File: config.mk
export PLATFORM = sky130hd
export DESIGN_NAME = regfile_wb_arbiter
export DESIGN_NICKNAME = d
export VERILOG_FILES = /design/src/rtl/arvi_pkg.sv /design/src/rtl/rr_arbiter.sv /design/src/rtl/regfile_wb_arbiter.sv
export SDC_FILE = /design/constraint.sdc
export NUM_CORES = 1
export LEC_CHECK = 0
export BUFFER_PORTS_ARGS = -buffer_cell sky130_fd_sc_hd__clkbuf_2
export CAP_MARGIN = 40
export CORE_MARGIN = 5
export CORE_UTILIZATION = 50
export CTS_CLUSTER_SIZE = 40
export DETAILED_ROUTE_END_ITERATION = 10
export MAX_ROUTING_LAYER = met4
export PLACE_DENSITY_LB_ADDON = 0.25
export SLEW_MARGIN = 20
export SYNTH_ARGS = -nofsm -noshare
export SYNTH_HDL_FRONTEND = slang
export SYNTH_SLANG_ARGS = --single-unit
export TNS_END_PERCENT = 1
File: constraint.sdc
create_clock -name i_clk -period 6.8 [get_ports i_clk]
set_input_delay 1.02 -clock i_clk [delete_from_list [all_inputs] [get_ports i_clk]]
set_output_delay 1.02 -clock i_clk [all_outputs]
set_load 0.01 [all_outputs]
File: src/rtl/arvi_pkg.sv
// Shared definitions for the ARVI core: data width, register file geometry
// and the writeback port controller state type.
package arvi_pkg;

   localparam int XLEN    = 32;
   localparam int REG_CNT = 32;
   localparam int REG_AW  = 5;

   typedef enum logic {WB_CLEAR, WB_RUN} wb_state_t;

endpackage

File: src/rtl/rr_arbiter.sv
// Combinational round-robin arbiter: grants the first request at or above
// the pointer, wrapping around, as a one-hot vector plus its binary index.
module rr_arbiter #(
   parameter  int N  = 3,
   localparam int IW = (N > 1) ? $clog2(N) : 1
) (
   input  logic [N-1:0]  req,
   input  logic [IW-1:0] ptr,
   output logic [N-1:0]  grant,
   output logic [IW-1:0] idx
);

   logic          found_s;
   logic [IW-1:0] sel_s;

   function automatic int wrap_idx(input int p, input int k);
      int s;
      s = p + k;
      return (s >= N) ? (s - N) : s;
   endfunction

   // Scan the N slots starting at the pointer and keep the first live request
   always_comb begin
      grant   = '0;
      idx     = '0;
      found_s = 1'b0;
      sel_s   = '0;
      for (int k = 0; k < N; k++) begin
         sel_s = IW'(wrap_idx(int'(ptr), k));
         if (!found_s && req[sel_s]) begin
            found_s      = 1'b1;
            grant[sel_s] = 1'b1;
            idx          = sel_s;
         end else begin
            found_s = found_s;
         end
      end
   end

endmodule

File: src/rtl/regfile_wb_arbiter.sv
// Register file write-port controller: zeroes x1..x31 after reset, then
// shares the single write port among N_REQ writeback sources round-robin.
module regfile_wb_arbiter
   import arvi_pkg::*;
#(
   parameter  int N_REQ = 3,
   localparam int GW    = $clog2(N_REQ)
) (
   input  logic                    i_clk,
   input  logic                    i_rstn,
   input  logic [N_REQ-1:0]        i_Req_valid,
   output logic [N_REQ-1:0]        o_Req_ready,
   input  logic [REG_AW*N_REQ-1:0] i_Req_rd,
   input  logic [XLEN*N_REQ-1:0]   i_Req_wd,
   output logic                    o_Wen,
   output logic [REG_AW-1:0]       o_Wnum,
   output logic [XLEN-1:0]         o_Wd,
   output logic                    o_Init_done,
   output logic [GW-1:0]           o_Grant_id
);

   wb_state_t         state_r;
   logic [REG_AW-1:0] cnt_r;
   logic [GW-1:0]     ptr_r;
   logic [N_REQ-1:0]  grant_s;
   logic [GW-1:0]     idx_s;
   logic              xfer_s;
   logic [REG_AW-1:0] sel_rd_s;
   logic [XLEN-1:0]   sel_wd_s;
   logic [GW-1:0]     ptr_nxt_s;

   rr_arbiter #(.N(N_REQ)) u_arb (
      .req   (i_Req_valid),
      .ptr   (ptr_r),
      .grant (grant_s),
      .idx   (idx_s)
   );

   assign o_Grant_id = idx_s;
   assign sel_rd_s   = i_Req_rd[REG_AW*idx_s +: REG_AW];
   assign sel_wd_s   = i_Req_wd[XLEN*idx_s +: XLEN];

   // Ready is only offered once the sweep is over; the grant already implies valid
   always_comb begin
      if (state_r == WB_RUN) begin
         o_Req_ready = grant_s;
         xfer_s      = |(grant_s & i_Req_valid);
      end else begin
         o_Req_ready = '0;
         xfer_s      = 1'b0;
      end
   end

   // Next pointer is one past the winner, wrapping at N_REQ
   always_comb begin
      if (idx_s == GW'(N_REQ - 1)) begin
         ptr_nxt_s = '0;
      end else begin
         ptr_nxt_s = idx_s + GW'(1);
      end
   end

   // State, sweep counter, pointer and registered write-port outputs
   always_ff @(posedge i_clk or negedge i_rstn) begin
      if (!i_rstn) begin
         state_r     <= WB_CLEAR;
         cnt_r       <= REG_AW'(1);
         ptr_r       <= '0;
         o_Wen       <= 1'b0;
         o_Wnum      <= '0;
         o_Wd        <= '0;
         o_Init_done <= 1'b0;
      end else begin
         case (state_r)
            WB_CLEAR: begin
               o_Wen  <= 1'b1;
               o_Wnum <= cnt_r;
               o_Wd   <= '0;
               cnt_r  <= cnt_r + REG_AW'(1);
               if (cnt_r == REG_AW'(REG_CNT - 1)) begin
                  state_r     <= WB_RUN;
                  o_Init_done <= 1'b1;
               end
            end
            WB_RUN: begin
               if (xfer_s) begin
                  // x0 writes are consumed but never reach the register file
                  o_Wen  <= (sel_rd_s != '0);
                  o_Wnum <= sel_rd_s;
                  o_Wd   <= sel_wd_s;
                  ptr_r  <= ptr_nxt_s;
               end else begin
                  o_Wen <= 1'b0;
               end
            end
            default: begin
               state_r <= WB_CLEAR;
               cnt_r   <= REG_AW'(1);
               o_Wen   <= 1'b0;
            end
         endcase
      end
   end

endmodule

# Word level (Yosys, flattened, before mapping)
# Cells that the tools add are included.
# classes
add_sub_neg	7
n_mul	1
n_div	0
n_lt_le_gt_ge	9
n_eq_ne	3
shifts	2
n_mux	34
bitwise	4
reduce_logical	11
# ops
op	count
variable part select 96 x 8 -> 32 bit	1
one-hot mux 32 bit (2 select lines)	1
two-way mux 32 bit	1
variable part select 15 x 6 -> 5 bit	1
two-way mux 2 bit	7
two-way mux 1 bit	12
two-way mux 3 bit	4
one-hot mux 5 bit (2 select lines)	1
less-than comparator 2 x 3 -> 1 bit, second input constant	3
binary-select mux 1 bit (select 2 bit)	3
demux 1 bit (select 2 bit)	3
>= comparator 2 x 1 -> 1 bit, second input constant	3
>= comparator 3 x 2 -> 1 bit, second input constant	2
bitwise OR 3 bit	2
adder 5 x 1 -> 5 bit, second input constant	1
equality test 5 bit, second input constant	1
logical AND 1 bit	5
multiplier 3 x 2 -> 5 bit, first input constant	1
two-way mux 5 bit	1
nonzero test 5 bit	1
AND reduction 2 bit	2
subtractor 2 x 1 -> 2 bit, second input constant	2
adder 2 x 1 -> 3 bit, second input constant	1
adder 2 x 2 -> 3 bit, second input constant	1
10 further kinds	11
# word_totals
register_bits	47
latch_bits	0
ramBits	0
rom_bits	0
input_bits	116
output_inout_bits	44
word_cells	78
mem_count	0

# Depth between registers and ports, before layout
# logic_depth
ltp_word	16
mapped_depth	12
mapped_depth_nobuf	9

# Cells and area by module
# A second synthesis with hierarchy kept.
# hier_totals
hier_cells	320
area_unflattened_um2	2935.3
# modules_own_cells
module	instances	cells_each	area_each_um2	seq_area_each_um2
regfile_wb_arbiter	1	285	2660.1	1177.4
rr_arbiter	1	35	275.3	0.0

# Worst setup path before layout
# Ideal clock, no wire load.
# synth_timing
kind	input-to-output
from	input port i_Req_valid[2]
to	output port o_Req_ready[2]
t_arrival_ns	2.153
required_ns	5.780
slack_ns	3.627
cell_stages	7
path_buffers	1
cell_sequence	buf_2 > mux2i_1 > or2_1 > a21boi_0 > o21ai_0 > o21ai_0 > and2_1
# synth_via
elab_chain_len	10
word_cells_on_any_way	18
classes_between	12 x mux; 2 x bitwise; 4 x reduce/logical
# synth_rtl
element	line	source
from (decl)	regfile_wb_arbiter.sv:11	input logic [N_REQ-1:0] i_Req_valid,
binary-select mux 1 bit (select 2 bit)	rr_arbiter.sv:30	if (!found_s && req[sel_s]) begin
two-way mux 1 bit (implied by the code)	rr_arbiter.sv:30	
two-way mux 1 bit	rr_arbiter.sv:30	
zero test 1 bit	rr_arbiter.sv:30	
logical AND 1 bit	rr_arbiter.sv:30	
two-way mux 1 bit	rr_arbiter.sv:30	
zero test 1 bit	rr_arbiter.sv:30	
logical AND 1 bit	rr_arbiter.sv:30	
two-way mux 3 bit *	rr_arbiter.sv:30	
two-way mux 3 bit *	regfile_wb_arbiter.sv:45	if (state_r == WB_RUN) begin
to (decl)	regfile_wb_arbiter.sv:12	output logic [N_REQ-1:0] o_Req_ready,
# Every way passes the cells marked *; elsewhere a longest branch is shown, timed or not. The select of a mux whose other input is x is not followed.

# Worst setup path after layout
# layout_timing
from	register ptr_r[0]
to	output port o_Grant_id[1]
# layout_via
elab_chain_len	11
word_cells_on_any_way	26
classes_between	5 x add/sub; 3 x order compare; 14 x mux; 4 x reduce/logical
# layout_rtl
element	line	source
from (decl)	regfile_wb_arbiter.sv:24	logic [GW-1:0] ptr_r;
from (signal assigned)	regfile_wb_arbiter.sv:91	ptr_r <= ptr_nxt_s;
branches (longest 10 deep; another with adder 2 x 1 -> 3 bit)	-	
two-way mux 2 bit *	rr_arbiter.sv:30	
to (decl)	regfile_wb_arbiter.sv:19	output logic [GW-1:0] o_Grant_id
# Every way passes the cells marked *. The select of a mux whose other input is x is not followed.

==> results.md <==
- Synthesized area: 3383 um^2
- NetSw: 1.110 mW
- Setup-failing EPs final: 0
- Reg2reg path depth: 10
- Area grow syn2layout: 26.89%
- DRT Wirelength: 9426 um
- Max-Cap Viols: 0
- NumNets Final: 637
- Worst hold path type: reg2reg
- Logic pwr share: 0.709
- Tcrit/Tclk final: 0.6257
- First-pass GRT wire length: 14,950 um
- ANT cells: 0
- Crit path kind: reg2out
- Final hold viol count: 0
- DR WL/cell: 15.82 um
- Leading area contributor after synthesis: dfrtp_1
- Largest driver fanout on the critical path: 39
- Postcts setup bufs: 0
- Post-route ant nets: 0
- Cell internal pwr: 1.284 mW
- Max_slew headroom: 0.5359
- Tmin final: 4255 ps
- Fraction of registers with async set/reset: 1.000
- Vias in the first global route: 3,168
- Worst-skew pair later-pin latency: about 300 ps
- DR vias/cell: 5.773
- CTS Buffer Depth: 2
- Num CTS Buffers: 5
- CTS root buf: clkbuf_8
- Fmax: ~240 MHz
- Startpoint type of the worst setup path: flop
- Die X: 92.26 um
- Yosys top cell area share: 0.3402
- Port bufs: about 160
- Setup Skew: 7.519 ps
- Die area: 8512 um^2
- Critical Path RT: 5780 ps
- Post-synth EDFFs: 0
- Seq pwr share: 0.200
- DRT Pass-1 Iters: 6
- Post-Synthesis Net Count: 497
- Starting Density: 0.5064
- CP startpoint: ptr_r[0]
- Crit Reg-Reg Endpoint: o_Wd[13]
- Seq cells post-synth: 47
- Setup crit end kind: primary output
- FILL cells: between 500 and 600
- Critical R2R Launch: ptr_r[0]
- GPL Wtd Cong: slightly below 1
- Peak supply drop: 235.2 uV
- Arrival time at the worst endpoint: between 3000 and 4000 ps
- TritonCTS clock tree: built
- R2R Setup Slk: 3470 ps
- Sink Count: 47
- Distinct cells, synth: 57
- # H-tree levels: 2
- Ranking of synthesized cells by area: dfrtp_1 34%, o22ai_2 11%, nand2_1 9.1%
- Most frequent cells in the layout: 159 x clkbuf_2, 82 x nand2_1, 46 x dfrtp_1
- Post-synthesis sequential area ratio: 0.3480
- Setup TNS: 0 ps
- Clk pwr share: 0.091
- Number of DRC violations after detailed-routing iteration 0: roughly 200
- Non-filler cells, final: about 600
- Outcome: finished, final reports clean
- Residual DRC: 0
- Hold buffers post-CTS: 0
- Commonest non-fill, non-tap cell in the layout: clkbuf_2
- Total track usage: 0.2203
- Worst-Margin Slew: 696.2 ps
- Die Y-Extent: about 92 um
- RSZ-0062 raised after global routing: false
- Avg Synthesized Cell Area: 9.022 um^2
- Synthesis Warnings: 0
- Max-slew violations: 0
- Placement Rows: 30
- Crit path capture: o_Grant_id[1]
- Pleak: 2.139 nW
- Maximum number of pins on one net before global-route repair: 51
- Share of cells above drive strength 1: 0.4244
- Clock Pin Slew Worst Setup and Hold Paths: 80 ps
- Switching Fraction: 0.4637
- Initial antenna violation count: 0
- Cell count after synthesis: 375
- IO Pins: 160
- Post-CTS Resized: 0
- Total grt overflow: 0
- Core Box Area: about 6700 um^2
- Dpl hpwl: 7169 um
- Placed cells: roughly 590
- Routed vias: 3,441
- Hold Path Depth: 1
- Synth Flop Type: dfrtp_1
- Power Dens Cells: roughly 560 nW/um^2
power by group through the flow:
| stage | registers, mW | logic [mW] | clock network (mW) |
|---|---|---|---|
| detailed placement | 0.482 | 1.71 | 0 |
| global route | 0.499 | 1.85 | 0.234 |
| CTS | 0.481 | 1.71 | 0.224 |
| floorplan | 0.532 | 1.29 | 0 |
| global placement | 0.484 | 1.61 | 0 |
| finish | 0.480 | 1.70 | 0.217 |
state kept, by name, indices dropped and copies added, names as in the netlist:
name	cells
cnt_r	5
o_Init_done	1
o_Wd	32
o_Wen	1
o_Wnum	5
ptr_r	2
state_r	1
worst max-delay path, stage by stage (launching register included):
cell and delay, ps:
dfrtp_1 400, inv_1 80, ha_1 540, nor2b_1 140
a211oi_1 260, or2_2 610, inv_1 470, buf_16 290
clkbuf_2 140
Yosys cell counts, drive strengths merged, types with 2 or more instances:
master,count
ha,6
o221ai,2
and4b,2
and2,3
and3,4
nor2,5
dfrtp,46
or3,3
o21ai,12
o211ai,4
clkbuf,11
nand2,82
nand4,3
nand2b,2
o22ai,32
nand3,3
a211o,2
a221o,2
xnor2,3
buf,23
or2,5
mux2,5
nor4,2
a21oi,40
o2bb2ai,35
and3b,2
mux2i,3
nor2b,4
inv,11
how the worst min path moves through the flow:
stage / startpoint / end / slack (ps)
2_1_floorplan: cnt_r[2] / cnt_r[2] / 480
3_3_place_gp: o_Init_done / o_Init_done / 450
3_5_place_dp: o_Init_done / o_Init_done / 460
4_1_cts: o_Init_done / o_Init_done / 490
5_1_grt: o_Init_done / o_Init_done / 520
6_report: o_Init_done / o_Init_done / 480
area by class of cell:
| cell class | instances | area, um^2 | share of cell area |
|---|---|---|---|
| Clock buffer | 6 | 82.58 | 0.01924 |
| Clock inverter | 2 | 38.79 | 0.009035 |
| Inverter | 11 | 41.29 | 0.009618 |
| Multi-Input combinational cell | 283 | 1953 | 0.4550 |
| Sequential cell | 47 | 1177 | 0.2743 |
| Tap cell | 80 | 100.1 | 0.02332 |
| Timing Repair Buffer | 167 | 899.6 | 0.2096 |
stage by stage:
step                      area, um^2  hold slack [ps]  setup WS [ps]    util  power [mW]
after floorplan                 3383            478.7           3627       -       1.823
after global placement          4105            450.6           2530  0.6144       2.097
after detailed placement        4172            463.9           2661  0.6243       2.192
after CTS                       4293            487.8           2492  0.6425       2.414
after global routing            4293            516.1           2152  0.6425       2.581
final                           4293            485.0           2545  0.6425       2.394
cells by family after synthesis:
kind of cell / after synthesis / share of synthesized area
AO/OA/AOI/OAI: 143 / 0.3525
XOR/XNOR: 3 / 0.007768
adder cells (fa/ha/maj): 6 / 0.02219
buffers and inverters: 45 / 0.07581
flip-flops: 47 / 0.3480
multiplexers: 8 / 0.02663
AND/OR/NAND/NOR: 123 / 0.1672
per-layer routing:
| layer | part of all wire | vias to the layer above | track usage |
|---|---|---|---|
| met2 | 0.48 | 161 | 0.3461 |
| met3 | 0.078 | 10 | 0.04758 |
| li1 | - | 1648 | - |
| met4 | 0.011 | 0 | 0.06188 |
| met5 | 0 | - | - |
| met1 | 0.43 | 1622 | 0.2881 |
(Power assumes the default switching activity.)
